File: src/rtl/dff_serial_pkg.sv
// rtl/dff_serial_pkg.sv - shared types and constants for the serial scheduler
package dff_serial_pkg;

    typedef enum logic {
        IDLE  = 1'b0,
        SHIFT = 1'b1
    } state_t;

    localparam int   DEFAULT_WIDTH = 8;
    localparam logic REQ0          = 1'b0;
    localparam logic REQ1          = 1'b1;

endpackage

File: src/rtl/piso_shift_reg.sv
// rtl/piso_shift_reg.sv - parallel-in serial-out register, MSB first
module piso_shift_reg #(
    parameter int WIDTH = 8
) (
    input  logic             clk,
    input  logic             rst,
    input  logic             load,
    input  logic             shift_en,
    input  logic [WIDTH-1:0] din,
    output logic             msb
);

    logic [WIDTH-1:0] r_data;

    // Zeros shift in from the LSB end, so a fully drained word leaves msb low.
    always_ff @(posedge clk or posedge rst) begin
        if (rst) begin
            r_data <= '0;
        end else if (load) begin
            r_data <= din;
        end else if (shift_en) begin
            r_data <= {r_data[WIDTH-2:0], 1'b0};
        end
    end

    assign msb = r_data[WIDTH-1];

endmodule

File: src/rtl/dff_serial_sched.sv
// rtl/dff_serial_sched.sv - round-robin arbiter feeding one shared PISO register
module dff_serial_sched
    import dff_serial_pkg::*;
#(
    parameter int WIDTH = DEFAULT_WIDTH
) (
    input  logic             clk,
    input  logic             rst,
    input  logic             req0,
    input  logic [WIDTH-1:0] data0,
    input  logic             req1,
    input  logic [WIDTH-1:0] data1,
    output logic             gnt0,
    output logic             gnt1,
    output logic             sout,
    output logic             sout_valid,
    output logic             sof,
    output logic             eof,
    output logic             src,
    output logic             busy
);

    localparam int                CNT_W    = $clog2(WIDTH);
    localparam logic [CNT_W-1:0] CNT_LAST = CNT_W'(WIDTH - 1);

    state_t           r_state, w_state_nxt;
    logic [CNT_W-1:0] r_cnt, w_cnt_nxt, w_cnt_inc;
    logic             r_last, w_last_nxt;
    logic             w_gnt0_nxt, w_gnt1_nxt, w_valid_nxt, w_sof_nxt, w_eof_nxt;
    logic             w_src_nxt, w_busy_nxt;
    logic             w_any, w_sel, w_end, w_accept, w_load, w_shift;
    logic [WIDTH-1:0] w_din;

    // On contention the requester that was not granted last wins.
    assign w_any    = req0 | req1;
    assign w_sel    = (req0 & req1) ? ~r_last : req1;
    assign w_end    = (r_state == SHIFT) && (r_cnt == CNT_LAST);
    assign w_accept = w_any && ((r_state == IDLE) || w_end);
    assign w_load   = w_accept;
    assign w_shift  = (r_state == SHIFT) && !w_accept;
    assign w_din    = (w_sel == REQ1) ? data1 : data0;
    assign w_cnt_inc = r_cnt + 1'b1;

    always_comb begin
        w_state_nxt = r_state;
        w_cnt_nxt   = r_cnt;
        w_last_nxt  = r_last;
        w_gnt0_nxt  = 1'b0;
        w_gnt1_nxt  = 1'b0;
        w_valid_nxt = 1'b0;
        w_sof_nxt   = 1'b0;
        w_eof_nxt   = 1'b0;
        w_src_nxt   = 1'b0;
        w_busy_nxt  = 1'b0;
        if (w_accept) begin
            w_state_nxt = SHIFT;
            w_cnt_nxt   = '0;
            w_last_nxt  = w_sel;
            w_gnt0_nxt  = (w_sel == REQ0);
            w_gnt1_nxt  = (w_sel == REQ1);
            w_valid_nxt = 1'b1;
            w_sof_nxt   = 1'b1;
            w_src_nxt   = w_sel;
            w_busy_nxt  = 1'b1;
        end else if (w_end) begin
            w_state_nxt = IDLE;
            w_cnt_nxt   = '0;
        end else if (r_state == SHIFT) begin
            w_cnt_nxt   = w_cnt_inc;
            w_valid_nxt = 1'b1;
            w_eof_nxt   = (w_cnt_inc == CNT_LAST);
            w_src_nxt   = src;
            w_busy_nxt  = 1'b1;
        end
    end

    // r_last starts at REQ1 so requester 0 wins the first contention.
    always_ff @(posedge clk or posedge rst) begin
        if (rst) begin
            r_state    <= IDLE;
            r_cnt      <= '0;
            r_last     <= REQ1;
            gnt0       <= 1'b0;
            gnt1       <= 1'b0;
            sout_valid <= 1'b0;
            sof        <= 1'b0;
            eof        <= 1'b0;
            src        <= 1'b0;
            busy       <= 1'b0;
        end else begin
            r_state    <= w_state_nxt;
            r_cnt      <= w_cnt_nxt;
            r_last     <= w_last_nxt;
            gnt0       <= w_gnt0_nxt;
            gnt1       <= w_gnt1_nxt;
            sout_valid <= w_valid_nxt;
            sof        <= w_sof_nxt;
            eof        <= w_eof_nxt;
            src        <= w_src_nxt;
            busy       <= w_busy_nxt;
        end
    end

    piso_shift_reg #(
        .WIDTH(WIDTH)
    ) u_piso (
        .clk     (clk),
        .rst     (rst),
        .load    (w_load),
        .shift_en(w_shift),
        .din     (w_din),
        .msb     (sout)
    );

endmodule
File: config.mk
export PLATFORM = sky130hd
export DESIGN_NAME = dff_serial_sched
export DESIGN_NICKNAME = d
export VERILOG_FILES = /design/src/rtl/dff_serial_pkg.sv /design/src/rtl/piso_shift_reg.sv /design/src/rtl/dff_serial_sched.sv
export SDC_FILE = /design/constraint.sdc
export NUM_CORES = 1
export LEC_CHECK = 0
export BUFFER_PORTS_ARGS = -buffer_cell sky130_fd_sc_hd__buf_2
export CORE_MARGIN = 2
export CORE_UTILIZATION = 53
export CTS_CLUSTER_SIZE = 28
export DETAILED_ROUTE_END_ITERATION = 10
export GPL_TIMING_DRIVEN = 1
export PLACE_DENSITY = 0.83
export SLEW_MARGIN = 20
export SYNTH_ARGS = -nofsm -noshare
export SYNTH_HDL_FRONTEND = slang
export SYNTH_SLANG_ARGS = --single-unit
File: constraint.sdc
create_clock -name clk -period 2.1 [get_ports clk]
set_input_delay 0.21 -clock clk [delete_from_list [all_inputs] [get_ports clk]]
set_output_delay 0.21 -clock clk [all_outputs]
set_load 0.01 [all_outputs]
# Word-level counts from Yosys, hierarchy flattened
# Index checks and enable logic that the tools add are counted.
[totals]
ff_bits = 19
out_inout_bits = 8
[op_classes]
add_sub_neg = 1
n_reduce_logical = 8
eq_ne = 3
bitwise = 5
n_mux = 21
[ops]
columns = ["op", "n"]
rows = [
  ["two-way mux 8 bit", 3],
  ["two-way mux 1 bit", 15],
  ["two-way mux 3 bit", 3],
  ["equality test 3 bit (second input constant)", 2],
  ["nonzero test 2 bit", 2],
  ["adder 3 x 1 -> 3 bit (second input constant)", 1],
  ["logical AND 1 bit", 3],
  ["!= test 3 x 1 -> 1 bit (second input constant)", 1],
  ["inverter 1 bit", 3],
  ["nonzero test 3 bit", 1],
  ["AND 1 bit", 1],
  ["zero test 1 bit", 1],
  ["logical OR 1 bit", 1],
  ["bitwise OR 1 bit", 1],
]

# Longest topological paths before layout
# Gate-level depths: netlist of the first run.
[depth]
word_depth = 8
depth_mapped = 6

# Cells and area by module
# From an unflattened synthesis of the first run, not the netlist that was laid out.
[hier_totals]
cells_unflattened = 85
area_unflattened_um2 = 947.2
[modules_own_cells]
columns = ["mod", "instances", "seq_area_each_um2", "cells_per_inst", "area_each_um2"]
rows = [
  ["dff_serial_sched", 1, 276.5, 50, 574.3],
  ["piso_shift_reg", 1, 200.2, 35, 372.9],
]

# Worst setup path after synthesis of the first run
# No wires, ideal clock.
[synth_path]
path_type = "register -> register"
from = "register r_cnt[1]"
to = "register u_piso.r_data[1]"
stages_incl_launch_ff = 7
period_less_slack_ps = 1383
t_required_ps = 2018
arrival_time_ps = 1301
setup_slack_ps = 717
cell_sequence = "dfrtp_1 > ha_1 > ha_1 > and2b_2 > buf_4 > o22ai_1 > a31oi_1"
[synth_between]
elab_chain_len = 7
elab_cells_between_ends = 8
[synth_rtl]
columns = ["item", "line", "text"]
rows = [
  ["from (decl)", "dff_serial_sched.sv:27", "logic [CNT_W-1:0] r_cnt, w_cnt_nxt, w_cnt_inc;"],
  ["from (signal assigned)", "dff_serial_sched.sv:92", "r_cnt <= w_cnt_nxt;"],
  ["equality test 3 bit *", "dff_serial_sched.sv:37", "assign w_end = (r_state == SHIFT) && (r_cnt == CNT_LAST);"],
  ["logical AND 1 bit *", "dff_serial_sched.sv:37", ""],
  ["logical OR 1 bit *", "dff_serial_sched.sv:38", "assign w_accept = w_any && ((r_state == IDLE) || w_end);"],
  ["logical AND 1 bit *", "dff_serial_sched.sv:38", ""],
  ["zero test 1 bit", "dff_serial_sched.sv:40", "assign w_shift = (r_state == SHIFT) && !w_accept;"],
  ["logical AND 1 bit", "dff_serial_sched.sv:40", ""],
  ["nonzero test 2 bit (no line)", "--", ""],
  ["to (signal assigned)", "piso_shift_reg.sv:20", "r_data <= din;"],
  ["to (signal assigned)", "piso_shift_reg.sv:22", "r_data <= {r_data[WIDTH-2:0], 1'b0};"],
  ["to (decl)", "piso_shift_reg.sv:13", "logic [WIDTH-1:0] r_data;"],
]
# Mark *: on every way between the ends. The rest lies on a longest branch, timed or not.
# A chain may end at the register's enable or synchronous reset.

# Worst setup path after layout of the first run
[layout_path]
from = "register r_cnt[1]"
to = "register u_piso.r_data[0]"
# The elaborated chain is that of the path after synthesis.

==> results of run 1 <==
## per-stage QoR
step	utilization, %	area, um^2	cells	hold slack [ns]	worst slack, ns
floorplan	-	967.2	95	0.1604	0.7173
global placement	62.68	1082	140	0.3562	0.5932
detailed placement	62.68	1082	140	0.3619	0.5308
CTS	64.20	1109	144	0.04017	0.5119
global route	64.20	1109	144	0.07761	0.3816
finish	64.20	1109	144	0.006489	0.5126
## cell families (layout without fill, tap and decap cells)
logic type	Yosys count	in the layout
simple gates	39	39
flops	19	19
buf+inv	12	36
compound gates	22	22
fa+ha+maj	3	3
## power by group
part	internal, mW	switching [mW]
Sequential	0.506	0.0806
Combinational	0.216	0.269
Clock	0.0737	0.107
## layer usage
metal	track usage [%]	routed length [um]
met1	28.75	975
met2	32.78	1011
met3	5.490	119
met4	7.778	13
met5	0	0
## cells in the mapped netlist
cell type / number
nor2_2: 7
a32o_1: 1
nand2b_1: 2
o21ai_2: 1
inv_1: 3
buf_6: 1
o21ai_0: 2
a21o_1: 1
and2b_2: 1
buf_2: 2
buf_4: 6
nand2_1: 5
a21oi_1: 1
o22ai_1: 7
nor2_1: 3
or3_1: 1
a31oi_2: 1
and3_1: 3
dfrtp_1: 18
a31oi_1: 8
nand4_1: 16
nand3b_1: 1
dfstp_2: 1
ha_1: 3
## final cells by class
cell class | count | area (um^2) | area share [%]
multi-input combinational | 64 | 412.9 | 37.25
sequential | 19 | 476.7 | 43.00
inverter | 3 | 11.26 | 1.016
timing repair buffer | 29 | 150.1 | 13.54
tap | 25 | 31.28 | 2.822
clock buffer | 4 | 26.28 | 2.370
## cells in the final DEF (no fill, tap or decap)
master / instances
a21o_1: 1
a21oi_1: 1
a31oi_1: 8
a31oi_2: 1
a32o_1: 1
and2b_2: 1
and3_1: 3
buf_2: 27
buf_4: 2
clkbuf_1: 1
clkbuf_4: 3
dfrtp_1: 18
dfstp_2: 1
ha_1: 3
inv_1: 3
nand2_1: 5
nand2b_1: 2
nand3b_1: 1
nand4_1: 16
nor2_1: 3
nor2_2: 7
o21ai_0: 2
o21ai_2: 1
o22ai_1: 7
or3_1: 1
## sequential cells by signal (all words and copies together), names as in the netlist
register       count
busy               1
eof                1
gnt0               1
gnt1               1
r_cnt              3
r_last             1
r_state            1
sof                1
src                1
u_piso.r_data      8
## final timing paths
kind                               start                to  slack (ns)  cells past startpoint
worst min-delay path                 rst              gnt0       0.006                      2
worst min register to register       src               src        0.49                      1
worst max register to register  r_cnt[1]  u_piso.r_data[0]        0.51                      6
worst max-delay path            r_cnt[1]  u_piso.r_data[0]        0.51                      6
max in group asynchronous            rst  u_piso.r_data[5]        1.66                      2
min in group clk                data0[4]  u_piso.r_data[4]        0.18                      3
==> impl_metrics.csv, run 1 <==
group,metric,value,unit
timing,post-route-period-util,75.59,%
logic_synthesis,yosysUniqueCellTypes,24,
logic_synthesis,synthXorXnorAreaFrac,0,%
status,status,"finished, final reports clean",
logic_synthesis,synth_compound_area_share,15.27,%
cells_and_area,area_growth,14.62,%
cts,path_clk_slew,0.11,ns
timing,finalSetupViolCount,0,
logic_synthesis,yosys.area.top_type,"dfrtp_1",
place,gp_congestion,0.8497,
routing,viasPerCell,6.000,
place,port_buffers,27,
setup_path,crit_buf_inv,1,
setup_path,crit_type,"register to register",
place,dp_hpwl,1527,um
floorplanning,rows,15,
timing,worst_pin_slew,0.6809,ns
timing,timing.fmax,630.0,MHz
global_route,grt_pass1_wl,3277,um
routing,dr.first_iter.drc_count,28,
global_route,grtUsageTotal,21.18,%
timing,fin_skew,0.005633,ns
setup_path,crit_fanout,17,
setup_path,worst_setup_path_end_kind,"register",
routing,wl_per_cell,14.72,um
logic_synthesis,synth_top_area_share,46.57,%
routing,drc,0,
cts,clock_latency,0.29,ns
logic_synthesis,avgSynthCellArea,10.18,um^2
routing,ant_nets,0,
timing,rsz0062_at_grt,"no",
cells_and_area,antenna_cells,0,
global_route,grt_overflow,0,
floorplanning,die_w,46.72,um
worst_hold_path,worstHoldPathType,"primary input to asynchronous set/reset pin",
logic_synthesis,syn_area,967.2,um^2
floorplanning,initial_core_util,56.01,%
setup_path,arrival,1.73,ns
cts,cts_root_buf,"clkbuf_4",
floorplanning,core_area,1727,um^2
routing,vias,864,
cts,numCtsBuffers,3,
logic_synthesis,muxShareOfSynthArea,0,%
timing,final_hold_viol_count,0,
logic_synthesis,yosysSeqAreaShare,49.29,%
setup_path,critPathLaunchType,"register",
timing,tns,0,ns
cells_and_area,drive_gt1_share,36.13,%
global_route,grt_antenna_before_repair,0,
power_and_ir_drop,p_total,1.253,mW
setup_path,path_delay_family,"flip-flops",
logic_synthesis,synth_top_family_by_area,"simple AND/OR/NAND/NOR gates",
power_and_ir_drop,vdd_drop_max,0.8001,mV
routing,dr.pass1.iters,4,
power_and_ir_drop,p_leak,0.5336,nW
cts,post_cts_buffers,0,
cts,cts_resized,0,
routing,routed_wl,2120,um
floorplanning,die_h,46.72,um
global_route,grt_start_max_net_pins,20,
timing,final_max_slew_viol_count,0,
logic_synthesis,synth.ff_latch_count,19,
cts,cts_max_level,1,
logic_synthesis,synthTopCellsByArea,"dfrtp_1, nand4_1, a31oi_1",
cts,clock_path_buffers,2,
flow_run,maxCapViolations,0,
setup_path,cp.required,2.25,ns
power_and_ir_drop,p_per_area,1130,nW/um^2
cts,clock-sinks,19,
logic_synthesis,yosys_warnings,0,
setup_path,crit_chain,"ha_1 > ha_1 > nand2b_1 > buf_4 > nand4_1 > a31oi_2",
floorplanning,io_pins,28,
logic_synthesis,synthAdderAreaFrac,3.881,%
timing,slew_headroom,54.56,%
setup_path,cp_slowest_cell,"dfrtp_1",
logic_synthesis,syn_inst,95,
floorplanning,die_area,2183,um^2
global_route,grt_pass1_vias,766,
cells_and_area,nNetsFinal,143,
setup_path,crit_top_cell,"ha_1",
logic_synthesis,syn-num-nets,118,
logic_synthesis,synthSimpleGateAreaFrac,23.54,%
cts,holdBufCountCts,0,
setup_path,max_stage_delay,0.41,ns
timing,finalCriticalPeriod,1.587,ns
cts,cts_tree,"done",
cells_and_area,n_fill_cell,168,
Power figures use the tool's default switching activity.
==> run 2, diff against run 1 <==
Settings changed: ABC_AREA from default to 1, CORE_UTILIZATION 53 to 49, PLACE_DENSITY 0.83 to 0.78.
Clock period 2.1 ns to 1.6 ns, I/O delays scaled along.
==> run 2 against run 1 <==
  * Clock power rose by 36%
  * Global-route usage rose by 0.12 points
  * Core utilization rose by 1.7 points
==> impl_metrics.csv, run 2 <==
group,metric,value,unit
routing,drc,0,
global_route,grt_start_max_net_pins,20,
logic_synthesis,yosys_warnings,0,
setup_path,r2r-end,"r_cnt[1]",
place,port_buffers,27,
flow_run,maxCapViolations,0,
timing,post-route-period-util,96.14,%
logic_synthesis,syn-num-nets,147,
worst_hold_path,min_from,"data0[0]",
timing,final_hold_viol_count,0,
worst_hold_path,worstHoldPathType,"primary input to register",
global_route,grt_pass1_wl,3360,um
timing,finalSetupViolCount,0,
cts,cts_tree,"done",
setup_path,crit_fanout,13,
place,pre_cts_slack,-0.006001,ns
floorplanning,die_area,2315,um^2
routing,wl_per_cell,11.41,um
cts,clock_latency,0.30,ns
timing,timing.fmax,650.1,MHz
logic_synthesis,synth_top_area_share,47.24,%
setup_path,crit_type,"register to register",
cells_and_area,final_util,65.89,%
cts,cts_root_buf,"clkbuf_4",
cells_and_area,top_register,"u_piso.r_data",
setup_path,rrSetupSlack,0.06,ns
floorplanning,die_w,48.11,um
floorplanning,initial_core_util,53.47,%
logic_synthesis,yosys.area.top_type,"dfrtp_1",
logic_synthesis,avgSynthCellArea,7.689,um^2
cts,cts_max_level,1,
routing,ant_nets,0,
setup_path,worst_setup_path_end_kind,"register",
worst_hold_path,hold_path_depth,3,
setup_path,cp.required,1.82,ns
cells_and_area,reg_top3,"u_piso.r_data (8), r_cnt (3)",
routing,dr.pass1.iters,4,
timing,finalCriticalPeriod,1.538,ns
power_and_ir_drop,p_per_area,1458,nW/um^2
cells_and_area,stdcell_count,181,
cells_and_area,final_common_cell,"nand2_1",
global_route,grt_antenna_before_repair,0,
global_route,grtUsageTotal,21.29,%
logic_synthesis,ys_top_cells_by_count,"nand2_1, nor2_1, inv_1",
timing,worst_pin_slew,0.6991,ns
cts,path_clk_slew,0.12,ns
setup_path,critPathLaunchType,"register",
setup_path,arrival,1.76,ns
cells_and_area,drive_gt1_share,24.36,%
timing,final_max_slew_viol_count,0,
global_route,grt_pass1_vias,786,
floorplanning,rows,15,
timing,layout_setup_ws,0.06169,ns
logic_synthesis,async_flop_share,100.0,%
cells_and_area,nNetsFinal,180,
routing,vias,884,
timing,tns,0,ns
floorplanning,die_h,48.11,um
timing,fin_skew,0.01066,ns
cells_and_area,area_growth,23.23,%
logic_synthesis,yosys_most_used_dff,"dfrtp_1",
cts,clock_path_buffers,2,
logic_synthesis,yosysSeqAreaShare,50.00,%
timing,slew_headroom,53.34,%
logic_synthesis,synthTopCellsByArea,"dfrtp_1, nand2_1, nor2_1",
power_and_ir_drop,vdd_drop_max,0.8332,mV
floorplanning,io_pins,28,
routing,viasPerCell,4.884,
logic_synthesis,syn_area,953.4,um^2
logic_synthesis,syn_inst,124,
routing,routed_wl,2065,um
place,gp_congestion,0.8374,
place,dp_hpwl,1543,um
worst_hold_path,min_to,"u_piso.r_data[0]",
setup_path,ff2ff_path_depth,7,
place,placed_cells,175,
logic_synthesis,yosysUniqueCellTypes,15,
global_route,grt_overflow,0,
cells_and_area,final_cell_mix,"nand2_1, buf_2, nor2_1, inv_1, dfrtp_1",
floorplanning,core_area,1783,um^2
logic_synthesis,yosys.cell_count.top_type,"nand2_1",
cells_and_area,n_fill_cell,170,
cells_and_area,largest_reg_flops,8,
power_and_ir_drop,p_leak,0.7229,nW
status,status,"finished, final reports clean",
logic_synthesis,synth_enable_flop_cells,0,
timing,whs,0.07179,ns
cts,clock-sinks,19,
cells_and_area,antenna_cells,0,
logic_synthesis,synth.ff_latch_count,19,
cts,numCtsBuffers,3,
routing,dr.first_iter.drc_count,12,
setup_path,r2r_start,"r_cnt[0]",
[run 2: how the worst max path moves through the flow]
stage / end / start / slack (ns)
2_1_floorplan: u_piso.r_data[1] / r_cnt[1] / 0.19
3_3_place_gp: u_piso.r_data[5] / r_cnt[1] / 0.07
3_5_place_dp: u_piso.r_data[5] / r_cnt[1] / -0.006
4_1_cts: r_cnt[1] / r_cnt[1] / 0.04
5_1_grt: u_piso.r_data[3] / r_cnt[1] / -0.002
6_report: r_cnt[1] / r_cnt[0] / 0.06
[run 2: metrics by stage]
step,instance area [um^2],power [mW]
floorplan,953.4,1.219
global placement,1112,1.374
detailed placement,1112,1.410
CTS,1162,1.679
global route,1175,1.857
finish,1175,1.712
[run 2: cells by family (layout without fill, tap and decap cells)]
group	count (synthesis)	count (layout)	share of synthesized area (%)
adder cells (fa/ha/maj)	3	3	3.937
flip-flops	19	19	50.00
AND/OR/NAND/NOR	74	74	33.33
AO/OA/AOI/OAI	5	5	2.888
buffers and inverters	23	55	9.843
[run 2: area by class of cell]
| cell class | instances | area, um^2 | share of cell area (%) |
|---|---|---|---|
| inverter | 21 | 78.83 | 6.709 |
| sequential | 19 | 476.7 | 40.57 |
| tap | 25 | 31.28 | 2.662 |
| clock inverter | 1 | 7.507 | 0.6390 |
| clock buffer | 3 | 22.52 | 1.917 |
| multi-input combinational | 82 | 397.9 | 33.87 |
| timing repair buffer | 30 | 160.2 | 13.63 |
[run 2: what timing repair did]
item / CTS / global route
setup buffers: 0 / 1
resized for setup: 2 / 1
hold buffers: 1 / 0
endpoints found under the setup margin: 7 / 5
hold endpoints to repair: 18 / 0
pin swaps: 0 / 0
[run 2: worst max-delay path, stage by stage (launching register included)]
cell and delay [ns]:
dfrtp_1 0.42, ha_1 0.21, ha_1 0.21, inv_1 0.10, nand2_4 0.11, nand2_4 0.15, inv_1 0.08, a211oi_2 0.20
[run 2: per-layer routing]
layer	GRT usage [%]	share of wire (%)
met5	0	0
met4	7.568	2.4
met3	4.815	7.2
met2	34.67	47
met1	27.84	44
[run 2: where the power goes]
group          total (mW)  internal [mW]  switching [mW]
clock network       0.246         0.0951           0.151
logic               0.715          0.299           0.416
registers           0.751          0.663          0.0882
